<file path="config.mk">
export PLATFORM = sky130hd
export DESIGN_NAME = spi_ram_master_flat
export DESIGN_NICKNAME = d
export VERILOG_FILES = /design/src/rtl/spi_ram_master_if.sv /design/src/rtl/spi_ram_master.sv /design/src/flat_wrapper.sv
export SDC_FILE = /design/constraint.sdc
export NUM_CORES = 1
export LEC_CHECK = 0
export BUFFER_PORTS_ARGS = -buffer_cell sky130_fd_sc_hd__buf_2
export CAP_MARGIN = 20
export CORE_ASPECT_RATIO = 1.75
export CORE_MARGIN = 2
export CORE_UTILIZATION = 54
export DETAILED_ROUTE_END_ITERATION = 7
export PLACE_DENSITY = 0.84
export SLEW_MARGIN = 20
export SYNTH_ARGS = -nofsm -noshare
export SYNTH_HDL_FRONTEND = slang
export SYNTH_SLANG_ARGS = --single-unit
</file>
<file path="constraint.sdc">
create_clock -name clk -period 1.82 [get_ports clk]
set_clock_uncertainty 0.1 [all_clocks]
set_input_delay 0.091 -clock clk [delete_from_list [all_inputs] [get_ports clk]]
set_output_delay 0.091 -clock clk [all_outputs]
set_load 0.03 [all_outputs]
</file>
<file path="src/rtl/spi_ram_master_if.sv">
// Request/response bundle between a client and spi_ram_master.
//
// Handshake: a request transfers on a rising clk edge where req_valid and
// req_ready are both 1. req_wr/req_addr/req_wdata must be stable while
// req_valid is 1 and are captured only on that edge. rsp_valid is a single-cycle
// pulse with no back-pressure. rsp_rdata keeps the last read byte until the
// next read completes.
interface spi_ram_master_if;
  logic       req_valid;
  logic       req_ready;
  logic       req_wr;
  logic [7:0] req_addr;
  logic [7:0] req_wdata;
  logic       rsp_valid;
  logic [7:0] rsp_rdata;
  logic       busy;

  // Client side: offers requests, observes responses.
  modport master (
    output req_valid, req_wr, req_addr, req_wdata,
    input  req_ready, rsp_valid, rsp_rdata, busy
  );

  // Controller side: accepts requests, produces responses.
  modport slave (
    input  req_valid, req_wr, req_addr, req_wdata,
    output req_ready, rsp_valid, rsp_rdata, busy
  );
endinterface

</file>
<file path="src/rtl/spi_ram_master.sv">
// SPI master that performs single-byte RAM reads and writes through an SPI
// wrapper. Every operation is two 10-bit frames {cmd[1:0], payload[7:0]},
// sent MSB first, separated by GAP ss_n-high cycles. A read then idles
// RD_LAT cycles and shifts in 8 MISO bits, MSB first.
module spi_ram_master #(
  parameter int unsigned RD_LAT = 2,  // 0..15
  parameter int unsigned GAP    = 1   // 1..15
) (
  input  logic             clk,
  input  logic             rst_n,
  spi_ram_master_if.slave  bus,
  output logic             ss_n,
  output logic             MOSI,
  input  logic             MISO,
  output logic [2:0]       dbg_state
);

  typedef enum logic [2:0] {
    S_IDLE      = 3'd0,
    S_START     = 3'd1,
    S_SHIFT     = 3'd2,
    S_GAP       = 3'd3,
    S_WAIT_MISO = 3'd4,
    S_CAPTURE   = 3'd5,
    S_DONE      = 3'd6
  } state_t;

  // Terminal counts of the per-state 4-bit counter.
  localparam logic [3:0] GAP_LAST   = 4'(GAP - 1);
  localparam logic [3:0] LAT_LAST   = (RD_LAT == 0) ? 4'd0 : 4'(RD_LAT - 1);
  localparam logic [3:0] SHIFT_LAST = 4'd9;
  localparam logic [3:0] CAP_LAST   = 4'd7;

  state_t     state_q, state_d;
  logic [3:0] cnt_q;
  logic       ready;
  logic       hs;

  // Latched request.
  logic       wr_q;
  logic [7:0] addr_q;
  logic [7:0] wdata_q;
  // 0 while the first (address) frame is in flight, 1 for the second frame.
  logic       second_q;

  logic [9:0] frame;
  logic [9:0] sh_q;
  logic [7:0] cap_q;
  logic [7:0] rdata_q;

  // Ready is forced low while reset is held even though state is IDLE.
  assign ready = rst_n && (state_q == S_IDLE);
  assign hs    = ready && bus.req_valid;

  // Frame for the current phase: cmd = {read, second}; the read-data frame
  // carries a zero payload.
  assign frame = {~wr_q, second_q, second_q ? (wr_q ? wdata_q : 8'h00) : addr_q};

  // Next-state logic.
  always_comb begin
    state_d = state_q;
    case (state_q)
      S_IDLE:      if (hs) state_d = S_START;
      S_START:     state_d = S_SHIFT;
      S_SHIFT: begin
        if (cnt_q == SHIFT_LAST) begin
          if (!second_q)        state_d = S_GAP;
          else if (wr_q)        state_d = S_DONE;
          else if (RD_LAT == 0) state_d = S_CAPTURE;
          else                  state_d = S_WAIT_MISO;
        end
      end
      S_GAP:       if (cnt_q == GAP_LAST) state_d = S_START;
      S_WAIT_MISO: if (cnt_q == LAT_LAST) state_d = S_CAPTURE;
      S_CAPTURE:   if (cnt_q == CAP_LAST) state_d = S_DONE;
      S_DONE:      state_d = S_IDLE;
      default:     state_d = S_IDLE;
    endcase
  end

  // Output decode: everything is a function of registered state, so reset
  // forces the pins to their idle levels asynchronously.
  always_comb begin
    ss_n          = 1'b1;
    MOSI          = 1'b0;
    bus.rsp_valid = 1'b0;
    case (state_q)
      S_START, S_WAIT_MISO, S_CAPTURE: ss_n = 1'b0;
      S_SHIFT: begin
        ss_n = 1'b0;
        MOSI = sh_q[9];
      end
      S_DONE:  bus.rsp_valid = 1'b1;
      default: ss_n = 1'b1;
    endcase
  end

  assign bus.req_ready = ready;
  assign bus.busy      = (state_q != S_IDLE);
  assign bus.rsp_rdata = rdata_q;
  assign dbg_state     = state_q;

  // State register and per-state counter; the counter restarts at 0 on every
  // state entry and is held at 0 in IDLE so it never wraps.
  always_ff @(posedge clk or negedge rst_n) begin
    if (!rst_n) begin
      state_q <= S_IDLE;
      cnt_q   <= 4'd0;
    end else begin
      state_q <= state_d;
      if ((state_d != state_q) || (state_q == S_IDLE)) cnt_q <= 4'd0;
      else                                             cnt_q <= cnt_q + 4'd1;
    end
  end

  // Request latch, frame shifter and MISO capture.
  always_ff @(posedge clk or negedge rst_n) begin
    if (!rst_n) begin
      wr_q     <= 1'b0;
      addr_q   <= 8'h00;
      wdata_q  <= 8'h00;
      second_q <= 1'b0;
      sh_q     <= 10'd0;
      cap_q    <= 8'h00;
      rdata_q  <= 8'h00;
    end else begin
      if (hs) begin
        wr_q     <= bus.req_wr;
        addr_q   <= bus.req_addr;
        wdata_q  <= bus.req_wdata;
        second_q <= 1'b0;
      end
      if ((state_q == S_GAP) && (state_d == S_START)) second_q <= 1'b1;

      // START loads the frame so SHIFT presents bit 9 on its first cycle.
      if (state_q == S_START)      sh_q <= frame;
      else if (state_q == S_SHIFT) sh_q <= {sh_q[8:0], 1'b0};

      // MISO is only looked at in CAPTURE; the final bit goes straight into
      // rsp_rdata so the byte is visible during DONE.
      if (state_q == S_CAPTURE) begin
        cap_q <= {cap_q[6:0], MISO};
        if (cnt_q == CAP_LAST) rdata_q <= {cap_q[6:0], MISO};
      end
    end
  end

endmodule

</file>
<file path="src/flat_wrapper.sv">
// flat-port wrapper written by rule: the top's interface ports become plain ports
module spi_ram_master_flat 
#(
  parameter int unsigned RD_LAT = 2,          
  parameter int unsigned GAP    = 1           
)
  (clk, rst_n, ss_n, MOSI, MISO, dbg_state, bus_req_valid, bus_req_wr, bus_req_addr, bus_req_wdata, bus_req_ready, bus_rsp_valid, bus_rsp_rdata, bus_busy);
  spi_ram_master_if bus_i ();
  input  logic clk;
  input  logic rst_n;
  output logic ss_n;
  output logic MOSI;
  input  logic MISO;
  output logic [2:0] dbg_state;
  input wire logic [$bits(bus_i.req_valid)-1:0] bus_req_valid;
  input wire logic [$bits(bus_i.req_wr)-1:0] bus_req_wr;
  input wire logic [$bits(bus_i.req_addr)-1:0] bus_req_addr;
  input wire logic [$bits(bus_i.req_wdata)-1:0] bus_req_wdata;
  output wire logic [$bits(bus_i.req_ready)-1:0] bus_req_ready;
  output wire logic [$bits(bus_i.rsp_valid)-1:0] bus_rsp_valid;
  output wire logic [$bits(bus_i.rsp_rdata)-1:0] bus_rsp_rdata;
  output wire logic [$bits(bus_i.busy)-1:0] bus_busy;
  assign bus_i.req_valid = bus_req_valid;
  assign bus_i.req_wr = bus_req_wr;
  assign bus_i.req_addr = bus_req_addr;
  assign bus_i.req_wdata = bus_req_wdata;
  assign bus_req_ready = bus_i.req_ready;
  assign bus_rsp_valid = bus_i.rsp_valid;
  assign bus_rsp_rdata = bus_i.rsp_rdata;
  assign bus_busy = bus_i.busy;
  spi_ram_master #(.RD_LAT(RD_LAT), .GAP(GAP)) u_core (.clk(clk), .rst_n(rst_n), .bus(bus_i), .ss_n(ss_n), .MOSI(MOSI), .MISO(MISO), .dbg_state(dbg_state));
endmodule
</file>
# Yosys cells after proc, flatten, opt, wreduce, memory -nomap -nowiden
# Index checks and enable logic that the tools add are counted.
dict set report word_totals {
  ff_bits 50
  in_bits 21
  out_inout_bits 16
  wordCells 51
}
dict set report classes {
  add_sub_neg 1
  eq_ne 11
  mux 18
  bitwise 1
  n_reduce_logical 11
}
# op n
set op_table {}
lappend op_table {{2-to-1 mux 10 bit} 2}
lappend op_table {{2-to-1 mux 3 bit} 6}
lappend op_table {{case mux 3 bit (6 select lines)} 1}
lappend op_table {{2-to-1 mux 8 bit} 2}
lappend op_table {{== test 3 bit, second input constant} 3}
lappend op_table {{== test 3 x 1 -> 1 bit, second input constant} 2}
lappend op_table {{== test 3 x 2 -> 1 bit, second input constant} 2}
lappend op_table {{2-to-1 mux 1 bit} 5}
lappend op_table {{adder 4 x 1 -> 4 bit, second input constant} 1}
lappend op_table {{== test 4 x 1 -> 1 bit, second input constant} 1}
lappend op_table {{== test 4 x 3 -> 1 bit, second input constant} 1}
lappend op_table {{== test 4 bit, second input constant} 1}
lappend op_table {{zero test 4 bit} 1}
lappend op_table {{2-to-1 mux 4 bit} 1}
lappend op_table {{nonzero test 2 bit} 2}
lappend op_table {{OR reduction 4 bit} 1}
lappend op_table {{logical AND 1 bit} 3}
lappend op_table {{zero test 3 bit} 1}
lappend op_table {{!= test 3 bit} 1}
lappend op_table {{nonzero test 3 bit} 1}
lappend op_table {{2-to-1 mux 2 bit} 1}
lappend op_table {{AND reduction 2 bit} 1}
lappend op_table {{logical OR 1 bit} 1}
lappend op_table {{NOT 1 bit} 1}

# Logic depth before layout (Yosys ltp)
dict set report depth {
  depth_word 8
  ltp_mapped 5
  ltp_nobuf 5
}

# Worst setup path before layout
# Ideal clock, no wire load.
dict set report synth_timing {
  path_type {reg-to-reg}
  from {register u_core.state_q[1] (netlist: u_core.dbg_state[1])}
  to {register u_core.addr_q[7]}
  setup_time_ps 125
  arrival_time_ps 1538
  required_time_ps 1595
  slack_ps 57
  stages_incl_launch_ff 6
  n_path_buf 2
  period_less_slack_ps 1763
  cell_sequence {dfrtp_1 buf_2 nor3_4 nand3_4 buf_6 mux2_4}
}
dict set report synth_via {
  elab_chain_len 3
}
# element line
set synth_rtl {}
lappend synth_rtl {{start, declared} spi_ram_master.sv:34} ;# state_t state_q, state_d;
lappend synth_rtl {{start signal, assigned} spi_ram_master.sv:110} ;# state_q <= state_d;
lappend synth_rtl {{zero test 3 bit} spi_ram_master.sv:52} ;# assign ready = rst_n && (state_q == S_IDLE);
lappend synth_rtl {{logical AND 1 bit} spi_ram_master.sv:52}
lappend synth_rtl {{logical AND 1 bit} spi_ram_master.sv:53} ;# assign hs = ready && bus.req_valid;
lappend synth_rtl {{end signal, assigned} spi_ram_master.sv:129} ;# addr_q <= bus.req_addr;
lappend synth_rtl {{end, declared} spi_ram_master.sv:41} ;# logic [7:0] addr_q;
# No other way between the ends.
# A chain may end at the register's enable or synchronous reset.

# Worst setup path in the final report
dict set report layout_timing {
  from {register u_core.cnt_q[0]}
  to {register u_core.rdata_q[1] (netlist: u_core.bus.rsp_rdata[1])}
}
dict set report layout_via {
  elab_chain_len 2
}
# element line
set layout_rtl {}
lappend layout_rtl {{start, declared} spi_ram_master.sv:35} ;# logic [3:0] cnt_q;
lappend layout_rtl {{start signal, assigned} spi_ram_master.sv:112} ;# else cnt_q <= cnt_q + 4'd1;
lappend layout_rtl {{== test 4 x 3 -> 1 bit} spi_ram_master.sv:143} ;# if (cnt_q == CAP_LAST) rdata_q <= {cap_q[6:0], MISO};
lappend layout_rtl {{AND reduction 2 bit (no line)} n/a}
lappend layout_rtl {{end signal, assigned} spi_ram_master.sv:143}
lappend layout_rtl {{end, declared} spi_ram_master.sv:49} ;# logic [7:0] rdata_q;
# No other way between the ends.

==> impl_results.md <==
* Status: finished, final reports clean
* Post-synthesis net count at 248
* Final min period at 1758 ps
* TNS Setup at 0 ps
* PD cells at 1469 nW/um^2
* Tot Pwr at 4.641 mW
* Share of layout cells above drive strength 1 at 0.3873
* GRT overflow at 0
* XOR/XNOR Fraction of Synth Area at 0.006763
* RD Place Congestion at 0.8943
* Die height at 95.62 microns
* Clock Power Share at 0.171
* Nets@finish at about 310
* Final core occ at 0.6769
* Max H-tree Level at 2
* Combinational cell fraction of total power at 0.436
* Clk sink count at 50
* Cells after Synth at around 220
* Reg2Reg Depth at 4
* Reg2reg end: u_core.bus.rsp_rdata[1]$_DFFE_PN0P_
* Antenna viol nets, final at 0
* Core ar. at 4666 sq um
* Initial Utilization at 0.5551
* Synthesis Warnings at 0
* # port buffers at 36
* Actual slew at the worst max-slew pin at between 400 and 500 ps
* Net Sw Power at 1.732 mW
* Area growth from synthesis to layout at 21.93%
* Hold/Removal Path Class: primary input to asynchronous set/reset pin
* Post-synthesis compound-gate area fraction at 0.1271
* Area share of and/or/nand/nor cells after synthesis at 0.1633
* Fin crit share at 0.9657
* GRT Util Overall at 0.2170
* Final-report max-slew violation count at 0
* Setup repair after global routing missed its margin: false
* Drt initial violations at 41
* Fillers at 335
* Critical path required time at between 1500 and 2000 ps
* Final Routed Wirelength at between 5000 and 6000 microns
* Post-CTS Repair Setup Buffers at 0
* Fmax at 568.9 MHz
* Worst VDD drop at 1.042 mV
* Register area at 1252 sq um
* CTS clk-pin slew, worst paths at 90 ps
* Post-Layout Cell Count at ~340
* Reg2reg setup slack at 60 ps
* Worst rel slew slack at 0.6697
* Int Pwr at 2.908 mW
* Crit path from: u_core.cnt_q[0]$_DFF_PN0_
* Dpl hpwl at around 3800 microns
* Fin. Hold Viols at 0
* Routed len/inst at 16.45 microns
* Vias in the first global route at 1,895
* Syn Area/Cell at 11.56 sq um
* Post-synthesis sequential area ratio at 0.4831
* Sw frac at 0.3732
* Number of placed I/O pins at 37
* Worst setup SP type: flip-flop
* Setup crit end kind: flip-flop
* Die Area at around 5400 sq um
* Core Rows at 33
* Largest net degree at the start of global routing at 40
* Count of cell types in the netlist at between 40 and 50
* Drt pass-1 iters at 4
* Data arrival, critical path at 1850 ps
* Via count at 1,950
* Final setup violating endpoints at 0
* Skew-Pair Late Insertion Delay at 310 ps
* First-pass GRT wire length at between 8000 and 9000 microns
* Max_cap viols at 0
* P_leak at 1.430 nW
* Footprint of the multi-input gates at 1217 sq um
* Maximum fanout along the worst path at 8
* Die W at 56.35 microns
* Crit path kind: flip-flop to flip-flop
* Post-Place Cells at 309
* Seq cells post-synth at 50
* Clock Tree Root: clkbuf_8
* CTS buffer count at 5
* DRC at 0
* Sequential power share at 0.394
* Reg2reg start: u_core.cnt_q[0]$_DFF_PN0_
* Ant. Diodes at 0
* Post-synthesis mux area share at 0.1551
* Adder-cell share of the synthesized area at 0.01449
* Antenna violations before repair at 0
* CTS Buffer Depth at 2
* Vias per cell at 5.804
* Crit path to: u_core.bus.rsp_rdata[1]$_DFFE_PN0P_
* TritonCTS clock tree: yes
* Main combinational cell family by area after synthesis: simple AND/OR/NAND/NOR gates
* Post-Syn Area at 2590 sq um
-- layer usage --
| metal | up-vias | part of all wire | track usage |
|---|---|---|---|
| met5 | - | 0 | 0 |
| met4 | 0 | 0.021 | 0.1012 |
| met3 | 9 | 0.028 | 0.04206 |
| met2 | 37 | 0.55 | 0.3892 |
| met1 | 980 | 0.40 | 0.2462 |
| li1 | 924 | - | - |
-- sequential cells by signal, indices dropped and copies added (netlist names) --
name                  cells
u_core.bus.rsp_rdata      8
u_core.wdata_q            8
u_core.cap_q              7
u_core.addr_q             8
u_core.sh_q              10
u_core.cnt_q              4
u_core.dbg_state          3
u_core.second_q           1
u_core.wr_q               1
-- metrics by stage --
| stage | hold WS, ps | area, sq um | setup WS, ps |
|---|---|---|---|
| finish | 230.2 | 3158 | 62.36 |
| detailed placement | 34.82 | 2844 | 75.09 |
| global route | 241.5 | 3158 | 4.820 |
| global placement | 31.59 | 2844 | 67.85 |
| floorplan | -304.6 | 2590 | 56.51 |
| CTS | 232.2 | 3149 | 27.15 |
-- cells by family (layout without fill, tap and decap cells) --
kind of cell	after synthesis	after routing
fa+ha+maj	3	3
buf+inv	25	85
compound gates	44	44
flops	50	50
mux	33	33
xor+xnor	2	2
simple gates	67	67
-- Yosys cell counts --
library cell / count / area, sq um
o22ai_1: 1 / 6.260
nand3b_1: 2 / 15.01
and3_1: 1 / 6.260
buf_2: 8 / 40.04
and4b_1: 1 / 10.01
nand3_1: 9 / 45.04
a31oi_1: 9 / 56.30
xor2_1: 1 / 8.760
clkbuf_1: 6 / 22.52
nand4b_1: 1 / 8.760
a311oi_1: 4 / 35.03
nor2_4: 1 / 11.26
dfrtp_1: 50 / 1251
or3b_2: 1 / 8.760
mux2_4: 8 / 120.1
buf_6: 3 / 33.78
a21oi_1: 2 / 10.01
nand2_1: 3 / 11.26
or3_4: 1 / 11.26
o21ai_0: 9 / 45.04
and2_1: 2 / 12.51
o211ai_1: 3 / 22.52
nor2_1: 13 / 48.80
buf_4: 1 / 7.510
o221a_2: 9 / 101.4
nor2b_1: 11 / 68.82
a211o_1: 1 / 8.760
o21bai_1: 1 / 7.510
nor3b_1: 3 / 22.52
nor3_4: 1 / 16.27
ha_1: 3 / 37.54
o21ai_1: 2 / 10.01
xnor2_1: 1 / 8.760
nand2b_1: 7 / 43.79
mux2_2: 25 / 281.5
nor4bb_1: 1 / 10.01
nor3_1: 7 / 35.03
inv_1: 7 / 26.28
o41ai_1: 1 / 8.760
nand3b_4: 1 / 20.02
nand3_4: 1 / 17.52
a21o_1: 1 / 7.510
a32o_1: 1 / 10.01
-- how the worst min path moves through the flow --
| stage | slack, ps | cells after the start | start | endpoint |
|---|---|---|---|---|
| final | 230 | 3 | rst_n | u_core.cap_q[5]$_DFFE_PN0N_ |
| after global routing | 240 | 3 | rst_n | u_core.bus.rsp_rdata[2]$_DFFE_PN0P_ |
| after CTS | 230 | 3 | rst_n | u_core.cap_q[5]$_DFFE_PN0N_ |
| after detailed placement | 30 | 2 | rst_n | u_core.bus.rsp_rdata[2]$_DFFE_PN0P_ |
| after global placement | 30 | 2 | rst_n | u_core.bus.rsp_rdata[2]$_DFFE_PN0P_ |
| after floorplan | -300 | 0 | rst_n | u_core.addr_q[0]$_DFFE_PN0P_ |
-- power groups by stage --
stage               Sequential (mW)  Combinational (mW)  Clock [mW]
finish                         1.83                2.02       0.791
global route                   1.88                2.22       0.846
CTS                            1.82                2.02       0.808
detailed placement             1.83                1.97           0
global placement               1.81                1.90           0
floorplan                      1.75                1.57           0
-- placed cells by master (no fill, tap or decap), drive strengths merged --
cell type	n
buf	51
dfrtp	50
mux2	33
dlygate4sd3	19
nor2	14
nor2b	11
o21ai	11
nand3	10
o221a	9
a31oi	9
nor3	8
inv	7
nand2b	7
clkbuf	5
a311oi	4
o211ai	3
nand2	3
ha	3
nand3b	3
nor3b	3
a21oi	2
and2	2
clkinvlp	2
a211o	1
nand4b	1
nor4bb	1
or3b	1
o21bai	1
o22ai	1
and4b	1
or3	1
xnor2	1
xor2	1
and3	1
a21o	1
o41ai	1
a32o	1
bufinv	1
-- worst max-delay path: stages, from the launching register on --
cell and delay, ps:
dfrtp_1 440, ha_1 240, nand3b_1 200, nor2_4 290, mux2_2 370
-- cell type report --
class                           count  area share
Sequential cell                    50      0.3966
Multi-Input combinational cell    149      0.3855
Tap cell                           52     0.02060
Clock buffer                        5     0.02179
Clock inverter                      3     0.01426
Timing Repair Buffer               70      0.1529
Inverter                            7    0.008320
-- what timing repair did --
action | 4_1_cts | 5_1_grt
hold buffers | 19 | 0
gates resized for setup | 1 | 2
endpoints found under the setup margin | 1 | 13
hold endpoints to repair | 30 | 0
pin swaps | 0 | 1
No activity file was read; power rests on OpenSTA's default activity.
